**config.mk**
```make
export PLATFORM = sky130hd
export DESIGN_NAME = alarm_ctrl
export DESIGN_NICKNAME = d
export VERILOG_FILES = /design/src/rtl/alarm_ctrl.sv
export SDC_FILE = /design/constraint.sdc
export NUM_CORES = 1
export LEC_CHECK = 0
export ABC_AREA = 1
export CAP_MARGIN = 30
export CORE_UTILIZATION = 40
export DETAILED_ROUTE_END_ITERATION = 8
export HOLD_SLACK_MARGIN = 0.12
export MAX_ROUTING_LAYER = met4
export PLACE_DENSITY = 0.66
export SLEW_MARGIN = 40
export SYNTH_ARGS = -nofsm -noshare
export SYNTH_HDL_FRONTEND = slang
export SYNTH_SLANG_ARGS = --single-unit
```
**constraint.sdc**
```tcl
create_clock -name clk -period 2.05 [get_ports clk]
set_clock_uncertainty 0.2 [all_clocks]
set_input_delay 0.41 -clock clk [delete_from_list [all_inputs] [get_ports clk]]
set_output_delay 0.41 -clock clk [all_outputs]
set_load 0.1 [all_outputs]
```
**src/rtl/alarm_ctrl.sv**
```systemverilog
// -----------------------------------------------------------------------------
// alarm_ctrl
//
// Purpose:
//    Alarm-clock sequencing FSM. Once armed, a time match starts the buzzer.
//    The user can snooze, which silences the buzzer for SNOOZE_SEC ticks and
//    then rings again. The user can also turn the alarm off. If nobody reacts,
//    the alarm stops by itself after RING_TIMEOUT_SEC ticks. After the alarm
//    finishes, the block waits for the matching minute to pass before it
//    re-arms, so the same minute cannot trigger a second ring.
//
// Optional feature:
//    SNOOZE_LIMIT_EN  - When this macro is defined, the block counts how many
//                       times the user snoozes in one alarm episode. Snooze
//                       presses in RING are ignored once that count reaches
//                       MAX_SNOOZE. When the macro is undefined, snooze is
//                       unlimited and there is no tally logic.
//
// Ports:
//    clk         in   system clock, rising edge
//    rst_n       in   asynchronous active-low reset
//    arm         in   alarm-enable switch (level)
//    match       in   current time equals the alarm time (level)
//    tick        in   one-cycle 1 Hz strobe
//    snooze_btn  in   snooze button level (debounced upstream)
//    off_btn     in   off button level (debounced upstream)
//    state       out  one-hot current state {DONE,SNOOZE,RING,ARMED,OFF}
//    buzzer      out  alarm sound enable (high in RING)
//    snooze_led  out  snooze indicator (high in SNOOZE)
// -----------------------------------------------------------------------------
module alarm_ctrl #(
   parameter int unsigned SNOOZE_SEC       = 9,
   parameter int unsigned RING_TIMEOUT_SEC = 60,
   parameter int unsigned MAX_SNOOZE       = 3
) (
   input  logic       clk,
   input  logic       rst_n,
   input  logic       arm,
   input  logic       match,
   input  logic       tick,
   input  logic       snooze_btn,
   input  logic       off_btn,
   output logic [4:0] state,
   output logic       buzzer,
   output logic       snooze_led
);

   typedef enum logic [4:0] {
      OFF    = 5'b00001,
      ARMED  = 5'b00010,
      RING   = 5'b00100,
      SNOOZE = 5'b01000,
      DONE   = 5'b10000
   } state_e;

   // Stop elaboration if a parameter is outside the range the 8-bit counters support.
   if (SNOOZE_SEC < 1 || SNOOZE_SEC > 255) begin : gBadSnoozeSec
      $error("alarm_ctrl: SNOOZE_SEC must be 1..255");
   end
   if (RING_TIMEOUT_SEC < 1 || RING_TIMEOUT_SEC > 255) begin : gBadRingTimeout
      $error("alarm_ctrl: RING_TIMEOUT_SEC must be 1..255");
   end
   if (MAX_SNOOZE > 255) begin : gBadMaxSnooze
      $error("alarm_ctrl: MAX_SNOOZE must be 0..255");
   end

   localparam logic [7:0] RingLast   = 8'(RING_TIMEOUT_SEC - 1);
   localparam logic [7:0] SnoozeLoad = 8'(SNOOZE_SEC);

   state_e     state_q, state_d;
   logic [7:0] ringCnt_q, ringCnt_d;
   logic [7:0] snoozeCnt_q, snoozeCnt_d;
   logic       snoozePrev_q, offPrev_q;
   logic       snoozePress, offPress;
   logic       snoozeAllowed;

   // A press is a rising edge on the button. Holding the button counts once.
   assign snoozePress = snooze_btn & ~snoozePrev_q;
   assign offPress    = off_btn & ~offPrev_q;

`ifdef SNOOZE_LIMIT_EN
   logic [7:0] snoozeTally_q, snoozeTally_d;

   assign snoozeAllowed = (snoozeTally_q < 8'(MAX_SNOOZE));

   // The tally counts RING->SNOOZE hops within one alarm episode. It is
   // forgotten whenever the episode ends, that is, on entry to OFF or DONE.
   always_comb begin
      snoozeTally_d = snoozeTally_q;
      if (state_d == OFF || state_d == DONE) begin
         snoozeTally_d = '0;
      end else if (state_q == RING && state_d == SNOOZE) begin
         snoozeTally_d = snoozeTally_q + 8'd1;
      end
   end

   always_ff @(posedge clk or negedge rst_n) begin
      if (!rst_n) begin
         snoozeTally_q <= '0;
      end else begin
         snoozeTally_q <= snoozeTally_d;
      end
   end
`else
   assign snoozeAllowed = 1'b1;
`endif

   // Next-state logic. In every state except OFF, the conditions are checked in this
   // order: dropping arm, then an off press, then a snooze press, then timer or
   // match events. Because off is checked before snooze, pressing both together
   // ends in DONE. Any state value that is not one-hot falls back to OFF.
   always_comb begin
      state_d = state_q;
      case (state_q)
         OFF: begin
            if (arm) begin
               state_d = ARMED;
            end
         end
         ARMED: begin
            if (!arm) begin
               state_d = OFF;
            end else if (match) begin
               state_d = RING;
            end
         end
         RING: begin
            if (!arm) begin
               state_d = OFF;
            end else if (offPress) begin
               state_d = DONE;
            end else if (snoozePress && snoozeAllowed) begin
               state_d = SNOOZE;
            end else if (tick && ringCnt_q == RingLast) begin
               state_d = DONE;
            end
         end
         SNOOZE: begin
            if (!arm) begin
               state_d = OFF;
            end else if (offPress) begin
               state_d = DONE;
            end else if (tick && snoozeCnt_q == 8'd1) begin
               state_d = RING;
            end
         end
         DONE: begin
            if (!arm) begin
               state_d = OFF;
            end else if (!match) begin
               state_d = ARMED;
            end
         end
         default: begin
            state_d = OFF;
         end
      endcase
   end

   // The ring counter restarts at zero on every entry to RING, including the
   // return from SNOOZE. This gives each ring phase a full timeout window.
   // The snooze counter loads on entry to SNOOZE and counts down. It holds at
   // zero instead of wrapping.
   always_comb begin
      ringCnt_d   = ringCnt_q;
      snoozeCnt_d = snoozeCnt_q;

      if (state_d == RING && state_q != RING) begin
         ringCnt_d = '0;
      end else if (state_q == RING && tick) begin
         ringCnt_d = ringCnt_q + 8'd1;
      end

      if (state_d == SNOOZE && state_q != SNOOZE) begin
         snoozeCnt_d = SnoozeLoad;
      end else if (state_q == SNOOZE && tick && snoozeCnt_q != 8'd0) begin
         snoozeCnt_d = snoozeCnt_q - 8'd1;
      end
   end

   // State register, counters and button history. Reset puts the block in OFF
   // and drops any ring or snooze that was in progress.
   always_ff @(posedge clk or negedge rst_n) begin
      if (!rst_n) begin
         state_q      <= OFF;
         ringCnt_q    <= '0;
         snoozeCnt_q  <= '0;
         snoozePrev_q <= 1'b0;
         offPrev_q    <= 1'b0;
      end else begin
         state_q      <= state_d;
         ringCnt_q    <= ringCnt_d;
         snoozeCnt_q  <= snoozeCnt_d;
         snoozePrev_q <= snooze_btn;
         offPrev_q    <= off_btn;
      end
   end

   // The outputs come straight from the state flops, so they add no delay.
   assign state      = state_q;
   assign buzzer     = state_q[2];
   assign snooze_led = state_q[3];

endmodule

```
; ---- Yosys cells after proc, flatten, opt, wreduce, memory -nomap -nowiden
; Cells that the tools add are included.
[op_classes]
add_sub_neg = 2
n_mul = 0
div = 0
order_cmp = 0
n_eq_ne = 11
n_shift = 0
mux = 17
n_bitwise = 4
reduce_logical = 10
[ops]
columns = cell, count
row1 = two-way mux 5 bit, 12
row2 = two-way mux 8 bit, 4
row3 = one-hot mux 5 bit (5 select lines), 1
row4 = equality test 5 x 3 -> 1 bit (second input constant), 2
row5 = equality test 5 x 4 -> 1 bit (second input constant), 2
row6 = adder 8 x 1 -> 8 bit (second input constant), 1
row7 = equality test 8 x 1 -> 1 bit (second input constant), 1
row8 = equality test 8 x 6 -> 1 bit (second input constant), 1
row9 = nonzero test 8 bit, 1
row10 = subtractor 8 x 1 -> 8 bit (second input constant), 1
row11 = logical AND 1 bit, 7
row12 = equality test 5 x 1 -> 1 bit (second input constant), 1
row13 = equality test 5 x 2 -> 1 bit (second input constant), 1
row14 = equality test 5 bit (second input constant), 1
row15 = != test 5 x 3 -> 1 bit (second input constant), 1
row16 = != test 5 x 4 -> 1 bit (second input constant), 1
row17 = nonzero test 2 bit, 2
row18 = bitwise AND 1 bit, 2
row19 = NOT 1 bit, 2
[word_totals]
register_bits = 23
latchBits = 0
ramBits = 0
romBits = 0
input_bits = 7
output_inout_bits = 7
word_cells = 49
mem_count = 0

; ---- Depth between registers and ports, before layout
[logic_depth]
word_depth = 10
depth_mapped = 11
ltp_nobuf = 11

; ---- Worst setup path before layout
; OpenSTA, ideal clock, no wires.
[synth_path]
kind = reg-to-reg
startpoint = register state_q[2] (netlist: state[2])
endpoint = register ringCnt_q[6]
setup_ps = 118
arrival_time_ps = 1908
required_time_ps = 1732
slack_ps = -176
path_stages_with_launch = 10
path_buffers = 0
synth_period_minus_slack_ps = 2226
cell_sequence = dfrtp_1 > inv_2 > nor2_2 > nand3_4 > nor2_2 > nand3_1 > a21oi_2 > nand3_2 > inv_2 > nor2_1
[synth_via]
elab_chain_len = 8
elab_cells_between_ends = 24
cone_classes = eq/ne: 7 / mux: 14 / reduce/logical: 3
[synth_lines]
columns = item, line
row1 = "start, declared", 70  ; state_e state_q, state_d;
row2 = "start signal, assigned", 191  ; state_q <= state_d;
row3 = two-way mux 5 bit, 134  ; end else if (tick && ringCnt_q == RingLast) begin
row4 = two-way mux 5 bit, 132  ; end else if (snoozePress && snoozeAllowed) begin
row5 = two-way mux 5 bit, 130  ; end else if (offPress) begin
row6 = two-way mux 5 bit, 128  ; if (!arm) begin
row7 = one-hot mux 5 bit (5 select lines), 114  ; case (state_q)
row8 = equality test 5 x 3 -> 1 bit, 168  ; if (state_d == RING && state_q != RING) begin
row9 = logical AND 1 bit, 168
row10 = two-way mux 8 bit / nonzero test 2 bit (equally long branches), n/a
row11 = "end signal, assigned", 192  ; ringCnt_q <= ringCnt_d;
row12 = "end, declared", 71  ; logic [7:0] ringCnt_q, ringCnt_d;
; Parallel ways exist; a longest one is shown, timed or not.
; A chain may end at the register's enable or synchronous reset.

; ---- Worst setup path in the final report
[layout_path]
startpoint = register state_q[3] (netlist: state[3])
endpoint = register ringCnt_q[6]
; Same word-level chain as after synthesis.

==> metrics.txt <==
# TYPE chip_impl_metric gauge
chip_impl_info{name="status",value="finished clean"} 1
chip_impl_metric{name="part_of_the_yosys_area_used_for_sequential_elements",unit=""} 0.4055
chip_impl_metric{name="initial_core_utilization",unit=""} 0.4230
chip_impl_metric{name="dr.pass1.iters",unit=""} 4
chip_impl_metric{name="worst_slew_pin_slew",unit="ns"} 0.2977
chip_impl_metric{name="leakagePower",unit="nW"} 0.8620
chip_impl_info{name="synth.most_common_cell",value="nand2_1"} 1
chip_impl_metric{name="cts_hold_buffers",unit=""} 0
chip_impl_metric{name="synth.yosys.warnings",unit=""} 0
chip_impl_metric{name="synth.cell_area",unit="um^2"} 1423
chip_impl_metric{name="ios",unit=""} 14
chip_impl_metric{name="cts_resized",unit=""} 0
chip_impl_info{name="setup_repair_after_global_routing_missed_its_margin",value="false"} 1
chip_impl_metric{name="post_synthesis_area_per_instance",unit="um^2"} 7.774
chip_impl_metric{name="vdd_drop_max",unit="mV"} 0.2124
chip_impl_metric{name="synth.ff_latch_count",unit=""} 23
chip_impl_metric{name="synth_xor_area_frac",unit=""} 0.05541
chip_impl_metric{name="post-synth-top-area-fraction",unit=""} 0.3870
chip_impl_info{name="tritoncts",value="yes"} 1
chip_impl_metric{name="worst_ep_arrival_time",unit="ns"} 1.87
chip_impl_metric{name="gp_congestion",unit=""} 0.8823
chip_impl_metric{name="io_buffers",unit=""} 13
chip_impl_info{name="min_path_type",value="in -> async"} 1
chip_impl_metric{name="yosys.cell_types.count",unit=""} 26
chip_impl_metric{name="fp.coreArea",unit="um^2"} 3363
chip_impl_metric{name="placed_cells",unit=""} 246
chip_impl_info{name="cp-start-kind",value="register"} 1
chip_impl_info{name="critical_path_end_type",value="register"} 1
chip_impl_metric{name="route.vias.total",unit=""} 1142
chip_impl_metric{name="drt-vias-per-instance",unit=""} 4.568
chip_impl_metric{name="post_route_cells_drive_above_1_share",unit=""} 0.2010
chip_impl_metric{name="antenna_cells",unit=""} 0
chip_impl_metric{name="remaining_drc_errors",unit=""} 0
chip_impl_info{name="combinational_family_with_the_most_area_after_synthesis",value="simple AND/OR/NAND/NOR gates"} 1
chip_impl_metric{name="rows",unit=""} 21
chip_impl_info{name="netlist_top_cells_count",value="nand2_1 (37), inv_1 (30), nor2_1 (27)"} 1
chip_impl_metric{name="detailedRoute.firstIterationViolations",unit=""} 48
chip_impl_metric{name="timing.final.crit_share",unit=""} 0.9072
chip_impl_metric{name="final_max_slew_viol_count",unit=""} 0
chip_impl_metric{name="critPathMaxFanout",unit=""} 6
chip_impl_metric{name="worst-endpoint-required",unit="ns"} 2.06
chip_impl_metric{name="timing.fmax",unit="MHz"} 537.7
chip_impl_info{name="setup.worst_path.class",value="reg -> reg"} 1
chip_impl_metric{name="worstSkewPairLatency",unit="ns"} 0.31
chip_impl_metric{name="synth_compound_area_frac",unit=""} 0.04749
chip_impl_info{name="synth_area_leader_cell",value="dfrtp_1"} 1
chip_impl_metric{name="synth_area_in_adders",unit=""} 0.03518
chip_impl_metric{name="global_route_total_usage_across_every_layer",unit=""} 0.1660
chip_impl_metric{name="post-cts-setup-buffer-count",unit=""} 0
chip_impl_metric{name="dpl_cell_area",unit="um^2"} 1715
chip_impl_metric{name="cts_num_sinks",unit=""} 23
chip_impl_metric{name="synth_nets",unit=""} 194
chip_impl_metric{name="clkSlewWorstSetupHoldPaths",unit="ns"} 0.13
chip_impl_info{name="postSynth.topFlopCell",value="dfrtp_1"} 1
chip_impl_metric{name="setup_viol_count_final",unit=""} 0
chip_impl_metric{name="synthCells",unit=""} 183
chip_impl_metric{name="htreeDepth",unit=""} 1
chip_impl_metric{name="pin_count_of_the_biggest_net_entering_global_routing",unit=""} 24
chip_impl_metric{name="number_of_enable_type_register_cells_in_the_synthesized_netlist",unit=""} 0
chip_impl_metric{name="power_density_over_the_cells",unit="nW/um^2"} 479.3
chip_impl_metric{name="grt_first_pass_wirelength",unit="um"} 4533
chip_impl_metric{name="gr-total-overflow",unit=""} 0
chip_impl_metric{name="final_cell_area",unit="um^2"} 1742
chip_impl_metric{name="final_cell_count_no_fill",unit=""} 250
chip_impl_info{name="synth_top_cells_by_area",value="dfrtp_1 (39%), nand2_1 (9.8%), inv_1 (7.9%)"} 1
chip_impl_metric{name="layout.core_utilization",unit=""} 0.5179
chip_impl_metric{name="fp.dieW",unit="um"} 61.64
chip_impl_metric{name="die_area",unit="um^2"} 3799
chip_impl_metric{name="synth_async_sr_flop_share",unit=""} 1.000
chip_impl_metric{name="area_growth",unit="%"} 22.43
chip_impl_metric{name="route.antenna.remaining_nets",unit=""} 0
chip_impl_metric{name="hold-worst-slack",unit="ns"} 0.2417
chip_impl_metric{name="design_power_total",unit="mW"} 0.8347
chip_impl_metric{name="drt-wirelength-per-cell",unit="um"} 10.30
chip_impl_metric{name="final_period_minus_worst_setup_slack",unit="ns"} 1.860
chip_impl_metric{name="numCtsBuffers",unit=""} 3
chip_impl_metric{name="finalWirelength",unit="um"} 2574
chip_impl_metric{name="die-height",unit="um"} 61.64
chip_impl_metric{name="grt_pass1_vias",unit=""} 1075
chip_impl_metric{name="final_nets",unit=""} 216
chip_impl_metric{name="grt_antenna_before_repair",unit=""} 0
chip_impl_metric{name="detailedPlacementHpwl",unit="um"} 2068
chip_impl_metric{name="synth.mux.area_fraction",unit=""} 0
chip_impl_metric{name="maxCapViolations",unit=""} 0
chip_impl_metric{name="post_synth_and_or_nand_nor_area_fraction",unit=""} 0.3527
chip_impl_metric{name="hold_viol_final",unit=""} 0
chip_impl_info{name="clockRootBuffer",value="clkbuf_4"} 1
chip_impl_metric{name="clockBufferDepth",unit=""} 2
chip_impl_metric{name="nFillCells",unit=""} 333
chip_impl_metric{name="max-slew-margin-rel",unit=""} 0.8015
-- logic make-up after synthesis --
kind of cell | Yosys count
AOI/OAI and AO/OA | 10
xor gates and xnor gates | 9
adders and majority gates | 4
buffers and inverters | 37
DFF | 23
and+or+nand+nor | 100
-- routing by layer --
layer | track usage | vias to the layer above | wire, um
met4 | 0.05079 | 0 | 19
met1 | 0.2425 | 503 | 1340
met2 | 0.2350 | 25 | 1123
met3 | 0.02521 | 2 | 90
met5 | - | - | 0
li1 | - | 612 | -
-- power breakdown --
part           internal [mW]  total (mW)  leakage (nW)  switching [mW]
Clock                 0.0759       0.212        0.0150           0.136
Sequential             0.468       0.482         0.291          0.0138
Combinational         0.0520       0.140         0.556          0.0882
-- final timing paths --
path | startpoint | endpoint | slack, ns | cells after the start
max | state[3] | ringCnt_q[6] | 0.19 | 8
min | rst_n | snoozeCnt_q[3] | 0.24 | 2
max reg2reg | state[3] | ringCnt_q[6] | 0.19 | 8
min reg2reg | snoozeCnt_q[7] | snoozeCnt_q[7] | 0.34 | 2
max in group asynchronous | rst_n | state[0] | 1.12 | 2
min in group clk | snoozeCnt_q[7] | snoozeCnt_q[7] | 0.34 | 2
-- critical path, cell delays in order, from the launching register on --
cell and delay, ns:
dfrtp_2 0.50, nor2_1 0.28, nand3_1 0.17, nand2_1 0.10, nor2_1 0.04, a21oi_2 0.17, nand3_2 0.12, inv_2 0.11
nor2_1 0.06
-- cells in the final DEF, fill, tap and decap left out, types with 2 or more instances in the layout --
master / synthesis / layout
nor2_4: 4 / 4
dfrtp_1: 22 / 18
inv_1: 30 / 30
xor2_1: 8 / 8
clkdlybuf4s50_1: 0 / 6
ha_1: 4 / 4
nor2_1: 27 / 27
nand3_2: 2 / 2
nand4_1: 7 / 7
o21ai_0: 2 / 2
nor2_2: 4 / 4
nand3_1: 16 / 16
buf_4: 2 / 6
nand3_4: 2 / 2
buf_12: 0 / 7
a21oi_2: 2 / 2
nand2_1: 37 / 37
clkbuf_4: 0 / 3
inv_2: 4 / 4
dfrtp_2: 0 / 4
-- state kept, by name, indices dropped and copies added (netlist names) --
name and cells:
offPrev_q 1, ringCnt_q 8, snoozeCnt_q 8, snoozePrev_q 1, state 5
-- stage by stage --
step | TNS, ns | worst slack (ns)
final | 0 | 0.1903
after global routing | 0 | 0.005904
after CTS | 0 | 0.1907
after detailed placement | -0.2677 | -0.04600
after global placement | -0.01275 | -0.004414
after floorplan | 0 | 0.1197
-- cell type report --
| class | count | area, um^2 | share of cell area |
|---|---|---|---|
| tap | 46 | 57.56 | 0.03305 |
| timing repair buffer | 19 | 245.2 | 0.1408 |
| sequential | 23 | 581.8 | 0.3341 |
| multi-input combinational | 123 | 698.2 | 0.4009 |
| inverter | 35 | 132.6 | 0.07615 |
| clock buffer | 4 | 26.28 | 0.01509 |
Note: power is estimated with default switching activity, not from simulation.
